File: src/rtl/serial_fa_arbiter_pkg.sv
// Shared definitions for the round-robin bit-serial adder/subtractor.
package serial_fa_arbiter_pkg;

  // Default operand/result width.
  localparam int WIDTH_DEF = 8;

  // Controller states. The unused code 2'd3 is treated as IDLE.
  typedef enum logic [1:0] {
    ST_IDLE = 2'd0,
    ST_RUN  = 2'd1,
    ST_DONE = 2'd2
  } state_t;

endpackage

File: src/rtl/serial_fa_arbiter_fa1.sv
// Single-bit full-adder cell: the only arithmetic in the serial datapath.
module fa1 (
  input  logic xin,
  input  logic yin,
  input  logic zin,
  output logic sout,
  output logic cout
);

  // Sum and carry of three one-bit inputs.
  always_comb begin
    sout = xin ^ yin ^ zin;
    cout = (xin & yin) | (zin & (xin ^ yin));
  end

endmodule

File: src/rtl/serial_fa_arbiter.sv
// Two-requester round-robin front end around one shared full-adder cell,
// running each accepted add/subtract LSB-first, one bit per cycle.
//
// Handshake: a requester raises reqN with stable operands and holds it until
// it sees gntN (a one-cycle pulse marking operand capture); it must drop reqN
// in that same cycle. Requests seen while busy are ignored, not queued. The
// result appears with a one-cycle done pulse and is held until the next done.
module serial_fa_arbiter
  import serial_fa_arbiter_pkg::*;
#(
  parameter int WIDTH = WIDTH_DEF
) (
  input  logic             clk,
  input  logic             rst,
  input  logic             req0,
  input  logic [WIDTH-1:0] a0,
  input  logic [WIDTH-1:0] b0,
  input  logic             sub0,
  input  logic             req1,
  input  logic [WIDTH-1:0] a1,
  input  logic [WIDTH-1:0] b1,
  input  logic             sub1,
  output logic             gnt0,
  output logic             gnt1,
  output logic             busy,
  output logic             done,
  output logic             done_id,
  output logic [WIDTH-1:0] sum_out,
  output logic             cout_out,
  output logic             ovf_out
);

  localparam int CW = $clog2(WIDTH);

  state_t           state_q;
  logic [WIDTH-1:0] a_sh_q, b_sh_q, sum_sh_q;
  logic             op_sub_q, carry_q, last_gnt_q;
  logic [CW-1:0]    count_q;
  logic             gnt0_q, gnt1_q, done_q, done_id_q, cout_q, ovf_q;
  logic [WIDTH-1:0] sum_q;

  logic             sel_valid, sel_id;
  logic             fa_y, fa_sout, fa_cout;
  logic [WIDTH-1:0] sum_next;

  // Round-robin pick: a lone requester wins; on a tie the one not served last.
  always_comb begin
    sel_valid = req0 | req1;
    sel_id    = (req0 & req1) ? ~last_gnt_q : req1;
  end

  // Subtraction feeds the inverted B bit; the +1 comes from the initial carry.
  always_comb begin
    fa_y     = b_sh_q[0] ^ op_sub_q;
    sum_next = {fa_sout, sum_sh_q[WIDTH-1:1]};
  end

  fa1 u_fa1 (
    .xin  (a_sh_q[0]),
    .yin  (fa_y),
    .zin  (carry_q),
    .sout (fa_sout),
    .cout (fa_cout)
  );

  // Controller, arbiter state, shift registers and registered outputs.
  always_ff @(posedge clk) begin
    if (rst) begin
      state_q    <= ST_IDLE;
      a_sh_q     <= '0;
      b_sh_q     <= '0;
      sum_sh_q   <= '0;
      op_sub_q   <= 1'b0;
      carry_q    <= 1'b0;
      count_q    <= '0;
      last_gnt_q <= 1'b1;
      gnt0_q     <= 1'b0;
      gnt1_q     <= 1'b0;
      done_q     <= 1'b0;
      done_id_q  <= 1'b0;
      sum_q      <= '0;
      cout_q     <= 1'b0;
      ovf_q      <= 1'b0;
    end else begin
      gnt0_q <= 1'b0;
      gnt1_q <= 1'b0;
      done_q <= 1'b0;
      case (state_q)
        ST_RUN: begin
          carry_q  <= fa_cout;
          sum_sh_q <= sum_next;
          a_sh_q   <= {1'b0, a_sh_q[WIDTH-1:1]};
          b_sh_q   <= {1'b0, b_sh_q[WIDTH-1:1]};
          count_q  <= count_q + 1'b1;
          if (count_q == CW'(WIDTH - 1)) begin
            ovf_q     <= carry_q ^ fa_cout;
            cout_q    <= fa_cout;
            sum_q     <= sum_next;
            done_id_q <= last_gnt_q;
            done_q    <= 1'b1;
            state_q   <= ST_DONE;
          end
        end
        ST_DONE: begin
          state_q <= ST_IDLE;
        end
        default: begin
          state_q <= ST_IDLE;
          if (sel_valid) begin
            a_sh_q     <= sel_id ? a1 : a0;
            b_sh_q     <= sel_id ? b1 : b0;
            op_sub_q   <= sel_id ? sub1 : sub0;
            carry_q    <= sel_id ? sub1 : sub0;
            count_q    <= '0;
            last_gnt_q <= sel_id;
            gnt0_q     <= ~sel_id;
            gnt1_q     <= sel_id;
            state_q    <= ST_RUN;
          end
        end
      endcase
    end
  end

  // Busy covers RUN and DONE; the spare encoding counts as idle.
  always_comb begin
    busy     = (state_q == ST_RUN) || (state_q == ST_DONE);
    gnt0     = gnt0_q;
    gnt1     = gnt1_q;
    done     = done_q;
    done_id  = done_id_q;
    sum_out  = sum_q;
    cout_out = cout_q;
    ovf_out  = ovf_q;
  end

endmodule

File: config.mk
export PLATFORM = sky130hd
export DESIGN_NAME = serial_fa_arbiter
export DESIGN_NICKNAME = d
export VERILOG_FILES = /design/src/rtl/serial_fa_arbiter_pkg.sv /design/src/rtl/serial_fa_arbiter_fa1.sv /design/src/rtl/serial_fa_arbiter.sv
export SDC_FILE = /design/constraint.sdc
export NUM_CORES = 1
export LEC_CHECK = 0
export CAP_MARGIN = 20
export CORE_MARGIN = 2
export CORE_UTILIZATION = 35
export DETAILED_ROUTE_END_ITERATION = 12
export GPL_ROUTABILITY_DRIVEN = 0
export SYNTH_ARGS = -nofsm -noshare
export SYNTH_HDL_FRONTEND = slang
export SYNTH_SLANG_ARGS = --single-unit
File: constraint.sdc
create_clock -name clk -period 3.45 [get_ports clk]
set_clock_uncertainty 0.1 [all_clocks]
set_input_delay 0.345 -clock clk [delete_from_list [all_inputs] [get_ports clk]]
set_output_delay 0.345 -clock clk [all_outputs]
set_load 0.005 [all_outputs]
# [Word-level counts from Yosys, hierarchy flattened]
# Index checks and enable logic that the tools add are counted.
[word_totals] regBits=46 in_bits=38
[classes] add_sub_neg=1 n_eq_ne=4 muxes=16 bitwise=15 reduce_logical=8
[op_table] operator="8-bit two-way mux" count=4
[op_table] operator="8-bit one-hot mux with 2 select lines" count=2
[op_table] operator="1-bit NOT" count=6
[op_table] operator="3-bit one-hot mux with 2 select lines" count=1
[op_table] operator="2-bit AND reduction" count=3
[op_table] operator="1-bit two-way mux" count=5
[op_table] operator="2-bit one-hot mux with 2 select lines" count=1
[op_table] operator="2-bit OR reduction" count=2
[op_table] operator="4-bit OR reduction" count=1
[op_table] operator="1-bit bitwise XOR" count=4
[op_table] operator="3-bit by 1-bit adder with 3-bit output (second input constant)" count=1
[op_table] operator="1-bit AND" count=3
[op_table] operator="3-bit == test (second input constant)" count=1
[op_table] operator="3-bit two-way mux" count=1
[op_table] operator="2-bit by 1-bit == test with 1-bit output (second input constant)" count=1
[op_table] operator="2-bit == test (second input constant)" count=1
[op_table] operator="2-bit two-way mux" count=1
[op_table] operator="2-bit inequality test (second input constant)" count=1
[op_table] operator="1-bit OR" count=2
[op_table] operator="1-bit one-hot mux with 2 select lines" count=1
[op_table] operator="2-bit nonzero test" count=1
[op_table] operator="1-bit logical OR" count=1

# [Logic depth before layout (Yosys ltp)]
[logic_depth] ltp_word=5 ltp_mapped=8 depth_no_buf=5

# [Hierarchy]
# From an unflattened synthesis, not the netlist that was laid out.
[unflattened] hier_cells=220 area_unflattened_um2=2073.2
[by_module_without_submodules] module="serial_fa_arbiter" instances=1 cells_each=219 area_per_inst_um2=2053.2 seq_area_each_um2=900.9
[by_module_without_submodules] module="fa1" instances=1 cells_each=1 area_per_inst_um2=20.0 seq_area_each_um2=0.0

# [Worst setup path before layout]
# Ideal clock, no wire load.
[synth_timing] path_kind="register to register" startpoint="register state_q[1]" endpoint="register a_sh_q[2]" arrival_time_ns=1.415 path_slack_ns=1.803 path_stages_with_launch=9 path_buffers=3 synth_period_minus_slack_ns=1.647 cell_sequence="dfxtp_1 inv_1 ha_1 buf_6 nor2b_1 buf_2 buf_2 a221oi_1 o22ai_1"
[synth_via] elab_chain_cells=3 elab_cells_between_ends=6 cone_classes="eq/ne: 2; mux: 1; bitwise: 1; reduce/logical: 2"
[synth_lines] item="from (decl)" line_no="serial_fa_arbiter.sv:35" source="state_t state_q;"
[synth_lines] item="from (signal assigned)" line_no="serial_fa_arbiter.sv:69" source="state_q <= ST_IDLE;"
[synth_lines] item="from (signal assigned)" line_no="serial_fa_arbiter.sv:101" source="state_q <= ST_DONE;"
[synth_lines] item="from (signal assigned)" line_no="serial_fa_arbiter.sv:105" source="state_q <= ST_IDLE;"
[synth_lines] item="2-bit by 1-bit == test with 1-bit output or 2-bit == test (tied branches)" line_no="serial_fa_arbiter.sv:88" source="case (state_q)"
[synth_lines] item="2-bit nonzero test (no line) or 1-bit NOT (tied branches)"
[synth_lines] item="2-bit AND reduction (no line)"
[synth_lines] item="to (signal assigned)" line_no="serial_fa_arbiter.sv:92" source="a_sh_q <= {1'b0, a_sh_q[WIDTH-1:1]};"
[synth_lines] item="to (signal assigned)" line_no="serial_fa_arbiter.sv:110" source="a_sh_q <= sel_id ? a1 : a0;"
[synth_lines] item="to (decl)" line_no="serial_fa_arbiter.sv:36" source="logic [WIDTH-1:0] a_sh_q, b_sh_q, sum_sh_q;"
# Parallel ways exist; a longest one is shown, timed or not.
# A chain may end at the register's enable or synchronous reset.

# [Final worst setup path]
[layout_timing] startpoint="register state_q[1]" endpoint="register b_sh_q[6]"
[layout_via] elab_chain_cells=3 elab_cells_between_ends=6 cone_classes="eq/ne: 2; mux: 1; bitwise: 1; reduce/logical: 2"
[layout_lines] item="2-bit by 1-bit == test with 1-bit output or 2-bit == test (tied branches)" line_no="serial_fa_arbiter.sv:88"
[layout_lines] item="2-bit nonzero test (no line) or 1-bit NOT (tied branches)"
[layout_lines] item="2-bit AND reduction (no line)"
[layout_lines] item="to (signal assigned)" line_no="serial_fa_arbiter.sv:93" source="b_sh_q <= {1'b0, b_sh_q[WIDTH-1:1]};"
[layout_lines] item="to (signal assigned)" line_no="serial_fa_arbiter.sv:111" source="b_sh_q <= sel_id ? b1 : b0;"
[layout_lines] item="to (decl)" line_no="serial_fa_arbiter.sv:36"
# Parallel ways exist; a longest one is shown, timed or not.

==> reports/qor.yml <==
status:
  outcome: "complete, no violations"
synthesis:
  ys_seq_elements: 45
  synthesis.area_mm2: 0.002061
  syn_area_per_cell_um2: 9.410
  synth-seq-area-share_pct: 43.72
  synth_nets: 262
  synth_cell_types: 34
  yosys_warnings: 0
  syn_inst: 219
place:
  placed_area_mm2: 0.002614
  io_buffers: 52
  hpwl_um: 2957
final_layout:
  fin_area_mm2: 0.002738
  drive_gt1_share_pct: 5.993
  fin_nets: 309
  multi_input_area_mm2: 0.001041
  seq_area_um2: 900.9
  antennaDiodeCount: 0
  mostFrequentLayoutCell: "clkdlybuf4s50_1"
  nFillCells: 575
  mostFrequentLayoutCells: "clkdlybuf4s50_1 (52), dfxtp_1 (45), mux2i_1 (25), nand2_1 (21)"
  syn_to_final_growth_pct: 32.85
routing:
  dr.pass1.iters: 4
  drtIter0Drc: 73
  ant_nets: 0
  via_count: 1722
  drt-wirelength-per-cell_um: 12.56
  wirelength_um: 4257
  drc: 0
  viasPerCell: 5.080
run:
  maxCapViolCount: 0
timing:
  fmax_mhz: 460.0
  rsz0062_at_grt: "false"
  hold_viol: 0
  fin_setup_tns_ns: 0
  drv_slew: 0
  worstMarginPinSlew_ns: 0.8218
  slew_headroom_pct: 45.21
  min_period_ns: 2.174
  period_share_pct: 63.01
  setup_violations: 0
clocking:
  hold_buffers: 0
  cts_sinks: 45
  cts_tree: "done"
  post-cts-setup-buffer-count: 0
  path_clk_slew_ns: 0.08
  cts_buffer_depth: 2
  cts-root-buf: "clkbuf_8"
  cts_resized: 0
  htreeDepth: 2
  numCtsBuffers: 5
  clock_latency_ns: 0.30
grt:
  grt.total_usage_pct: 14.32
  overflow: 0
  grt_max_degree: 47
  use_met2_pct: 25.58
  grt.busiest_layer: "met2"
  grt_pass1_wl_um: 7362
  met3_usage_pct: 4.111
  grt_pass1_vias: 1655
  antenna_found_initial: 0
  grt_use_met1_pct: 16.69
critical_path:
  rrSetupSlack_ns: 1.28
  cp.arrival_ns: 2.30
  cp_max_fo: 19
  startpoint_type: "register"
  ff2ff_path_depth: 5
  crit_type: "reg -> reg"
  r2r-start: "state_q[1]"
  r2r_end: "b_sh_q[6]"
  cp.required_ns: 3.57
  endpoint_kind: "register"
die:
  die_w_um: 80.73
  core_area_mm2: 0.005608
  die_y_um: 80.73
  row_count: 27
  start_util_pct: 36.75
  io_pins: 53
  dieArea_mm2: 0.006517
hold_path:
  hold_class: "reg -> reg"
  min_from: "ovf_out"
  holdPathStages: 2
  holdPathEnd: "ovf_out"
pwr:
  leakage_uw: 0.0009707
  ir_drop_mv: 0.1455
  power_density_mw_per_mm2: 430.5
[state kept, by name (all words and copies together) (netlist names)]
signal	cells
carry_q	1
state_q	2
done_id	1
count_q	3
gnt1	1
cout_out	1
last_gnt_q	1
sum_sh_q	7
sum_out	8
op_sub_q	1
a_sh_q	8
done	1
b_sh_q	8
gnt0	1
ovf_out	1
[worst max-delay path: stages, from the launching register on]
cell and delay (ns):
dfxtp_1 0.36, inv_1 0.05, ha_1 0.46, nor3_4 0.72, a221oi_1 0.22, o22ai_1 0.18
[power breakdown]
part           switching, µW  internal, µW
Sequential              20.5           550
Clock                    177           236
Combinational           88.8           106
[how the worst max path moves through the flow]
stage / startpoint / to / slack [ns] / depth (start not counted)
2_1_floorplan: state_q[1] / a_sh_q[2] / 1.80 / 8
3_3_place_gp: req1 / a_sh_q[0] / 1.07 / 5
3_5_place_dp: req1 / a_sh_q[7] / 1.05 / 5
4_1_cts: state_q[1] / a_sh_q[7] / 1.07 / 5
5_1_grt: state_q[1] / a_sh_q[7] / 1.08 / 5
6_report: state_q[1] / b_sh_q[6] / 1.28 / 5
[cell type report]
cell class	count	share of cell area, %
clock buffers	7	3.154
clock inverters	1	1.097
inverters	7	0.9598
multi-input cells	151	38.03
flip-flops and latches	45	32.91
well taps	72	3.291
repair buffers	56	20.57
[cell families after synthesis]
logic type	after synthesis	synth area share, %
compound gates	57	19.19
flops	45	43.72
simple gates	62	14.94
mux	25	12.14
buf+inv	23	5.768
xor+xnor	2	0.8502
fa+ha+maj	5	3.400
[metrics by stage]
stage	total power, µW	instances	worst slack (ns)	hold WS, ns	util (%)
2_1_floorplan	702.7	219	1.803	0.3312	-
3_3_place_gp	776.7	330	1.068	0.3426	46.61
3_5_place_dp	778.9	330	1.053	0.3480	46.61
4_1_cts	1189	338	1.067	0.3585	48.68
5_1_grt	1232	339	1.082	0.3803	48.82
6_report	1179	339	1.276	0.3527	48.82
[synth_stat cells, drive strengths merged]
cell type | number | area [µm²]
a2111oi | 1 | 8.760
o21a | 1 | 7.510
nor2b | 1 | 6.260
a31oi | 1 | 6.260
or2 | 1 | 6.260
nor3b | 2 | 15.01
and2 | 15 | 93.84
a211oi | 4 | 35.03
clkbuf | 6 | 22.52
mux2i | 25 | 250.2
o32ai | 2 | 17.52
a221oi | 14 | 122.6
buf | 10 | 70.06
o21ai | 5 | 25.02
a21oi | 13 | 65.06
o22ai | 14 | 87.58
fa | 1 | 20.02
o2bb2ai | 1 | 8.760
dfxtp | 45 | 900.9
ha | 4 | 50.05
inv | 7 | 26.28
nand2b | 3 | 18.77
nor2 | 16 | 62.56
nor3 | 3 | 26.28
a21boi | 1 | 11.26
xnor2 | 2 | 17.52
nand2 | 21 | 78.83
[layer usage]
layer | wire length, µm | share of wire [%]
met1 | 1882 | 44
met2 | 2065 | 49
met3 | 257 | 6.0
met4 | 53 | 1.2
met5 | 0 | 0
No activity file was read; power rests on OpenSTA's default activity.
